==> config.mk <==
export PLATFORM = sky130hd
export DESIGN_NAME = store_drain
export DESIGN_NICKNAME = d
export VERILOG_FILES = /design/src/rtl/store_pkg.sv /design/src/rtl/store_lane_align.sv /design/src/rtl/store_drain.sv
export SDC_FILE = /design/constraint.sdc
export NUM_CORES = 1
export LEC_CHECK = 0
export BUFFER_PORTS_ARGS = -buffer_cell sky130_fd_sc_hd__buf_2
export CAP_MARGIN = 20
export CORE_MARGIN = 2
export CORE_UTILIZATION = 25
export CTS_BUF_LIST = sky130_fd_sc_hd__clkbuf_2
export CTS_CLUSTER_DIAMETER = 30
export CTS_CLUSTER_SIZE = 14
export DETAILED_ROUTE_END_ITERATION = 7
export PLACE_DENSITY = 0.48
export SETUP_SLACK_MARGIN = 0.05
export SLEW_MARGIN = 5
export SYNTH_ARGS = -nofsm -noshare
export SYNTH_HDL_FRONTEND = slang
export SYNTH_SLANG_ARGS = --single-unit
export TNS_END_PERCENT = 5
==> constraint.sdc <==
create_clock -name clk -period 3.6 [get_ports clk]
set_clock_uncertainty 0.15 [all_clocks]
set_input_delay 0.54 -clock clk [delete_from_list [all_inputs] [get_ports clk]]
set_output_delay 0.54 -clock clk [all_outputs]
set_load 0.005 [all_outputs]
==> src/rtl/store_pkg.sv <==
// Shared types for the store buffer / drain engine.
package store_pkg;

    typedef enum logic [1:0] {
        SIZE_B   = 2'd0,
        SIZE_H   = 2'd1,
        SIZE_W   = 2'd2,
        SIZE_ILL = 2'd3
    } mem_size_t;

    typedef enum logic [1:0] {
        IDLE = 2'd0,
        REQ  = 2'd1,
        ILL  = 2'd2
    } drain_state_t;

    typedef struct packed {
        logic [31:0] addr;
        logic [31:0] val;
        mem_size_t   size;
    } store_entry_t;

endpackage

==> src/rtl/store_lane_align.sv <==
// Maps a store (byte address, right-justified value, size) onto the 32-bit bus lanes.
module store_lane_align
    import store_pkg::*;
(
    input  logic [31:0] addr,
    input  logic [31:0] val,
    input  mem_size_t   size,
    output logic [31:0] mem_addr,
    output logic [31:0] mem_wdata,
    output logic [3:0]  mem_wstrb
);

    assign mem_addr = {addr[31:2], 2'b00};

    // Narrow stores are replicated across lanes so the strobe alone selects the bytes.
    always_comb begin
        mem_wdata = '0;
        mem_wstrb = '0;
        case (size)
            SIZE_B: begin
                mem_wdata = {4{val[7:0]}};
                mem_wstrb = 4'b0001 << addr[1:0];
            end
            SIZE_H: begin
                mem_wdata = {2{val[15:0]}};
                mem_wstrb = 4'b0011 << addr[1:0];
            end
            SIZE_W: begin
                mem_wdata = val;
                mem_wstrb = 4'b1111;
            end
            default: begin
                mem_wdata = '0;
                mem_wstrb = '0;
            end
        endcase
    end

endmodule

==> src/rtl/store_drain.sv <==
// In-order store buffer that drains committed stores to the data memory bus
// over a req/ack handshake, with load-hazard detection and error reporting.
module store_drain
    import store_pkg::*;
#(
    parameter int unsigned DEPTH = 4
) (
    input  logic        clk,
    input  logic        reset,
    input  logic [31:0] datafifo_addr_in,
    input  logic [31:0] datafifo_val_in,
    input  logic [1:0]  datafifo_size_in,
    input  logic        datafifo_valid_in,
    output logic        datafifo_full,
    output logic [31:0] mem_addr,
    output logic [31:0] mem_wdata,
    output logic [3:0]  mem_wstrb,
    output logic        mem_req,
    input  logic        mem_ack,
    input  logic        mem_err,
    input  logic [31:0] load_addr,
    output logic        load_hazard,
    output logic        store_err_valid,
    output logic [31:0] store_err_addr,
    output logic        drain_empty
);

    localparam int unsigned PTR_W = $clog2(DEPTH);
    localparam int unsigned CNT_W = PTR_W + 1;

    store_entry_t     entries [DEPTH];
    logic [PTR_W-1:0] head;
    logic [PTR_W-1:0] tail;
    logic [CNT_W-1:0] count;
    logic [CNT_W-1:0] count_next;
    drain_state_t     state;

    store_entry_t     head_e;
    store_entry_t     push_e;
    mem_size_t        next_head_size;
    logic             push;
    logic             pop;
    logic             ack_pop;
    logic             ill_pop;
    logic [31:0]      al_addr;
    logic [31:0]      al_wdata;
    logic [3:0]       al_wstrb;
    logic             unused_load_bits;

    assign unused_load_bits = ^load_addr[1:0];

    assign push_e = '{addr: datafifo_addr_in,
                      val:  datafifo_val_in,
                      size: mem_size_t'(datafifo_size_in)};
    assign head_e = entries[head];

    assign datafifo_full = (count == CNT_W'(DEPTH));
    assign push          = datafifo_valid_in && !datafifo_full && !reset;
    assign mem_req       = (state == REQ);
    assign ack_pop       = mem_req && mem_ack;
    assign ill_pop       = (state == ILL);
    assign pop           = ack_pop || ill_pop;
    assign count_next    = count + CNT_W'(push) - CNT_W'(pop);
    assign drain_empty   = (count == '0) && (state == IDLE);

    // With one entry left, the only way to stay non-empty after a pop is a same-cycle push.
    assign next_head_size = (count == CNT_W'(1)) ? push_e.size
                                                 : entries[head + PTR_W'(1)].size;

    store_lane_align u_align (
        .addr      (head_e.addr),
        .val       (head_e.val),
        .size      (head_e.size),
        .mem_addr  (al_addr),
        .mem_wdata (al_wdata),
        .mem_wstrb (al_wstrb)
    );

    assign mem_addr  = mem_req ? al_addr  : '0;
    assign mem_wdata = mem_req ? al_wdata : '0;
    assign mem_wstrb = mem_req ? al_wstrb : '0;

    // Hazard covers every queued entry plus the store being accepted this cycle.
    always_comb begin
        logic [PTR_W-1:0] idx;
        load_hazard = push && (push_e.addr[31:2] == load_addr[31:2]);
        for (int unsigned i = 0; i < DEPTH; i++) begin
            idx = head + PTR_W'(i);
            if ((CNT_W'(i) < count) && (entries[idx].addr[31:2] == load_addr[31:2])) begin
                load_hazard = 1'b1;
            end
        end
    end

    always_ff @(posedge clk) begin
        if (push) begin
            entries[tail] <= push_e;
        end
    end

    always_ff @(posedge clk) begin
        if (reset) begin
            state           <= IDLE;
            head            <= '0;
            tail            <= '0;
            count           <= '0;
            store_err_valid <= 1'b0;
            store_err_addr  <= '0;
        end else begin
            if (push) tail <= tail + PTR_W'(1);
            if (pop)  head <= head + PTR_W'(1);
            count           <= count_next;
            store_err_valid <= 1'b0;
            if ((ack_pop && mem_err) || ill_pop) begin
                store_err_valid <= 1'b1;
                store_err_addr  <= head_e.addr;
            end
            case (state)
                IDLE: begin
                    if (count != '0) begin
                        state <= (head_e.size == SIZE_ILL) ? ILL : REQ;
                    end
                end
                REQ: begin
                    if (mem_ack) begin
                        if (count_next == '0) begin
                            state <= IDLE;
                        end else begin
                            state <= (next_head_size == SIZE_ILL) ? ILL : REQ;
                        end
                    end
                end
                ILL:     state <= IDLE;
                default: state <= IDLE;
            endcase
        end
    end

endmodule

# Word-level counts from Yosys, hierarchy flattened
# Memories as Yosys holds them, arrays and structs flattened. A register that Yosys moved wholly into a read port is not among the register bits.
# Cells that the tools add are included.
# totals
register_bits	42
ramBits	264
inputBits	103
output_inout_bits	105
wordCells	75
n_memories	1
# memory_table
name	words	word_bits	read_ports	rd_clocked_by_memory_dff	write_ports	line_no	source
entries	4	66	4	1	1	store_drain.sv:31	store_entry_t entries [DEPTH];
# classes
addsub	6
n_lt_le_gt_ge	4
eq_ne	15
shift	2
mux	21
reduce_logical	20
# op_table
operator	n
$eq 30x30->1	5
$pmux 32 s3	1
$mux 32	2
$mux 2	8
$pmux 4 s3	1
$logic_and 1x1->1	10
$eq 2x2->1 const B	4
$mux 1	7
$logic_not 3->1	2
$lt 1x3->1 const A	2
$lt 2x3->1 const A	2
$add 2x1->2 const B	2
$add 2x2->2 const B	2
$eq 2x1->1 const B	2
$logic_not 2->1	2
$mux 4	1
$ne 2x1->1 const B	2
$pmux 2 s2	1
$shl 1x2->4 const A	1
$shl 2x2->4 const A	1
$add 3x1->3	1
$eq 3x1->1 const B	1
$eq 3x3->1 const B	1
$reduce_bool 3->1	1
4 further kinds	6

# Depth between registers and ports, before layout
# depth
ltp_word	10
mapped_depth	14
mapped_depth_nobuf	14

# By module
# A second synthesis with hierarchy kept.
# hier_totals
hier_cells	1196
hier_area_um2	16797.4
# by_module_without_submodules
mod	n_inst	cells_per_inst	area_each_um2	seq_area_each_um2
store_drain	1	1088	15994.1	8808.4
store_lane_align	1	108	803.3	0.0

# Worst setup path before layout
# No wires, ideal clock.
# synth_path
path_kind	input to register
from	in reset
to	mem entries[2][0] in the netlist's numbering, enable pin
setup_ns	0.431
arrival_ns	2.597
t_required_ns	3.019
path_slack_ns	0.422
cell_stages	3
n_path_buf	1
cell_sequence	clkbuf_1 nor2_1 and2_1
# synth_via
elab_chain_cells	4
# synth_rtl
item	line_no	source
start, declared	store_drain.sv:9	input logic reset,
$logic_not 1->1	store_drain.sv:58	assign push = datafifo_valid_in && !datafifo_full && !reset;
$logic_and 1x1->1	store_drain.sv:58	
$mux 1	store_drain.sv:96	if (push) begin
$mux 1 (not written as such)	store_drain.sv:97	entries[tail] <= push_e;
end, declared	store_drain.sv:31	
# Every way passes these cells.

# Final worst setup path
# layout_path
from	reg head[0]
to	out load_hazard
# layout_via
elab_chain_cells	7
elab_cells_between_ends	13
classes_between	add/sub (3); eq/ne (3); mux (3); reduce/logical (3); memory (1)
# layout_rtl
item	line_no	source
start, declared	store_drain.sv:32	logic [PTR_W-1:0] head;
start signal, assigned	store_drain.sv:111	if (pop) head <= head + PTR_W'(1);
$add 2x1->2	store_drain.sv:88	idx = head + PTR_W'(i);
$mem_v2 4x66 (*)	--	
$eq 30x30->1	store_drain.sv:89	if ((CNT_W'(i) < count) && (entries[idx].addr[31:2] == load_addr[31:2])) begin
$logic_and 1x1->1	store_drain.sv:89	
$mux 1 (2 in series)	store_drain.sv:89	
$mux 1 (*)	store_drain.sv:89	
end, declared	store_drain.sv:22	output logic load_hazard,
# Mark *: on every way between the ends. The rest lies on a longest branch, timed or not.

==> summary.md <==
| Metric | Value |
|---|---|
| Status | `finished, violations left` |
| Failing checks | `negative setup slack` |
| Max-cap violations | `0` |
| Critical path type | `flop to output port` |
| # nets final | `1690` |
| DRT antenna net count | `0` |
| Fmax achieved | `218 MHz` |
| Worst r2r src | `count[2]` |
| Vias in the first global route | `12.5k` |
| RePlAce Congestion | `0.873` |
| Mapped Cells | `1165` |
| Port Buf Inserts | `203` |
| Simple-gate area share of the yosys netlist | `0.0737` |
| Clock root buffer | `clkbuf_2` |
| CP arrival | `3.90 ns` |
| Synth Area in Adders | `0.00657` |
| Yosys Warn Count | `0` |
| Leak pwr | `7.53 nW` |
| Met3 WL post-DR | `4270 um` |
| Via density | `4.83` |
| Total chip power | `12.6 mW` |
| RSZ-0062 raised after global routing | `yes` |
| EDFF count, synth | `264` |
| Place WS | `-0.0844 ns` |
| CP Capture Type | `output port` |
| Avg Cell Area, Syn | `14.1 sq um` |
| Die X | `260 um` |
| Cell Pwr Density | `585 nW/um^2` |
| Final slew viol count | `0` |
| Grt ovf | `0` |
| Share of post-route cells with drive strength above 1 | `0.385` |
| Most frequent cells in the layout | `edfxtp_1 (264), buf_2 (201), mux4_2 (122), dlygate4sd3_1 (122), clkbuf_2 (88)` |
| Cell Count, Final, Fillers Out | `2502` |
| Worst path cell trace | `buf_4 -> mux4_1 -> xnor2_1 -> nand4_1 -> or4_1 -> or4_1 -> nand4_1 -> buf_2` |
| Seq/Total Area, Yosys | `0.537` |
| Clk Latency, worst-skew pair | `1.09 ns` |
| CP required | `2.91 ns` |
| DRC violations left | `0` |
| Async SR Flop Fraction | `0` |
| Synthesis-to-finish area growth | `31.9%` |
| Routed wl met2 | `27600 um` |
| DRT iter0 DRCs | `877` |
| Via count | `12.1k` |
| Slew HR | `0.513` |
| Final period utilization | `1.28` |
| Detailed Place HPWL | `41100 um` |
| Final WL | `57800 um` |
| Setup total negative slack | `-9.20 ns` |
| CP Launch Point | `head[0]` |
| Rows | `93` |
| Max Root-Sink Buffers | `3` |
| CP startpoint kind | `flop` |
| Hold Crit Class | `primary input to flop` |
| WL/cell | `23.1 um` |
| Global-route wire length before repair | `84500 um` |
| Compound-cell area share of the yosys netlist | `0.0502` |
| Max rail drop VDD | `0.000284 V` |
| DIE HEIGHT | `260 um` |
| Delay of the slowest critical-path stage | `0.58 ns` |
| Clock slew at reported path FFs | `0.13 ns` |
| Synth Register Bits | `308` |
| Hold_ws | `0.154 ns` |
| Mux cell area share after synthesis | `0.228` |
| IO Count | `208` |
| Final Hold Fails | `0` |
| Pre-antenna DRT Iters | `5` |
| CTS buffer count | `75` |
| Post-Synth XOR/XNOR Area | `0.0727` |
| Slowest stage cell, crit path | `mux4_1` |
| Placed insts | `2212` |
| Core Util, Final | `0.335` |
| CORE AREA | `64600 sq um` |
| Slew @ Worst Pin | `0.730 ns` |
| Min-Delay Startpoint | `datafifo_size_in[1]` |
| CP max FO | `5` |
| Fin area | `21600 sq um` |
| Clk sinks | `308` |
| Initial antenna violation count | `5` |
| Syn Std Cell Area | `16400 sq um` |
| Post-DP Area | `18800 sq um` |
| Starting Density | `0.254` |
| Combinational family with the most area after synthesis | `multiplexers` |
| Total Routing Usage GR | `0.171` |
| Die ar. | `67600 sq um` |
| Tmin final | `4.59 ns` |
| Library cells used by synthesis | `54` |
| Final setup vio count | `37` |
| Most common cell after layout, fill and taps aside | `edfxtp_1` |
| Synth Flop Type | `edfxtp_1` |
| Final WS setup | `-0.992 ns` |
| Largest net degree at the start of global routing | `45` |
| Clock tree from TritonCTS | `done` |
| M1 WL | `24100 um` |
| DR top layer | `met5` |
| # fillers | `6478` |
| H-tree lvl count | `3` |
-- flip-flops by register name, indices dropped and copies added, names as in the netlist, named ones only --
register	count
entries	264
store_err_addr	32
count	3
head	2
state	2
tail	2
store_err_valid	1
-- logic make-up after synthesis --
| family | count (synthesis) |
|---|---|
| buffers and inverters | 112 |
| flip-flops | 308 |
| AND/OR/NAND/NOR | 256 |
| multiplexers | 209 |
| XOR/XNOR | 136 |
| AO/OA/AOI/OAI | 135 |
| other | 1 |
| adder cells (fa/ha/maj) | 8 |
-- cell usage after synthesis (4+ instances only) --
library cell	n	area [sq um]
edfxtp_1	264	7930
nand3_1	6	30.0
a21oi_1	64	320
buf_4	8	60.1
o22ai_1	12	75.1
mux2_2	24	270
nand4_1	19	119
and2_1	36	225
dfxtp_1	44	881
mux4_1	7	184
inv_1	18	67.6
clkbuf_1	50	188
nand2_1	87	327
mux2i_1	58	581
o211ai_1	5	37.5
o21ai_0	14	70.1
nor4_1	20	125
a22oi_1	13	97.6
nor2_1	69	259
xor2_1	53	464
a221oi_1	4	35.0
a211oi_1	4	30.0
buf_1	6	22.5
xnor2_1	83	727
buf_2	24	120
ha_1	7	87.6
mux4_2	120	2700
nor3_1	5	25.0
-- critical path: cells and delay by family (launching register included) --
kind | cells | cell delay (ns)
and+or+nand+nor | 4 | 1.44
muxes | 1 | 0.58
DFF | 1 | 0.37
buffers and inverters | 2 | 0.31
xor gates and xnor gates | 1 | 0.19
-- power by group --
group          switching (mW)  total, mW  internal (mW)
combinational            2.77       5.17           2.40
clock                    1.64       3.12           1.47
sequential              0.172       4.35           4.18
total                    4.58       12.6           8.06
-- what timing repair did --
item,in CTS,in global routing
resized for setup,65,21
gates cloned,4,0
buffers inserted,19,0
pin swaps,14,3
endpoints found under the setup margin,66,48
hold endpoints to repair,319,0
hold buffers,122,0
-- layout make-up --
type	count	area, sq um	area share
clock inverter	51	544	0.0252
multi-input combinational	746	7290	0.337
timing repair buffer	427	3350	0.155
inverter	21	82.6	0.00382
tap	855	1070	0.0495
clock buffer	88	440	0.0204
sequential	308	8820	0.408
antenna	6	15.0	0.000695
-- path summary, 6_finish.rpt --
path,cells after the start,endpoint,slack [ns]
setup / recovery,8,load_hazard,-0.99
hold reg to reg,2,store_err_addr[5],0.30
setup reg to reg,14,state[0],0.44
hold / removal,2,entries[0][1],0.15
-- routing by layer --
metal,track usage,vias up
li1,-,5383
met1,0.218,6102
met2,0.282,493
met3,0.0460,105
met4,0.0576,6
met5,0,-
Note: power is estimated with default switching activity, not from simulation.
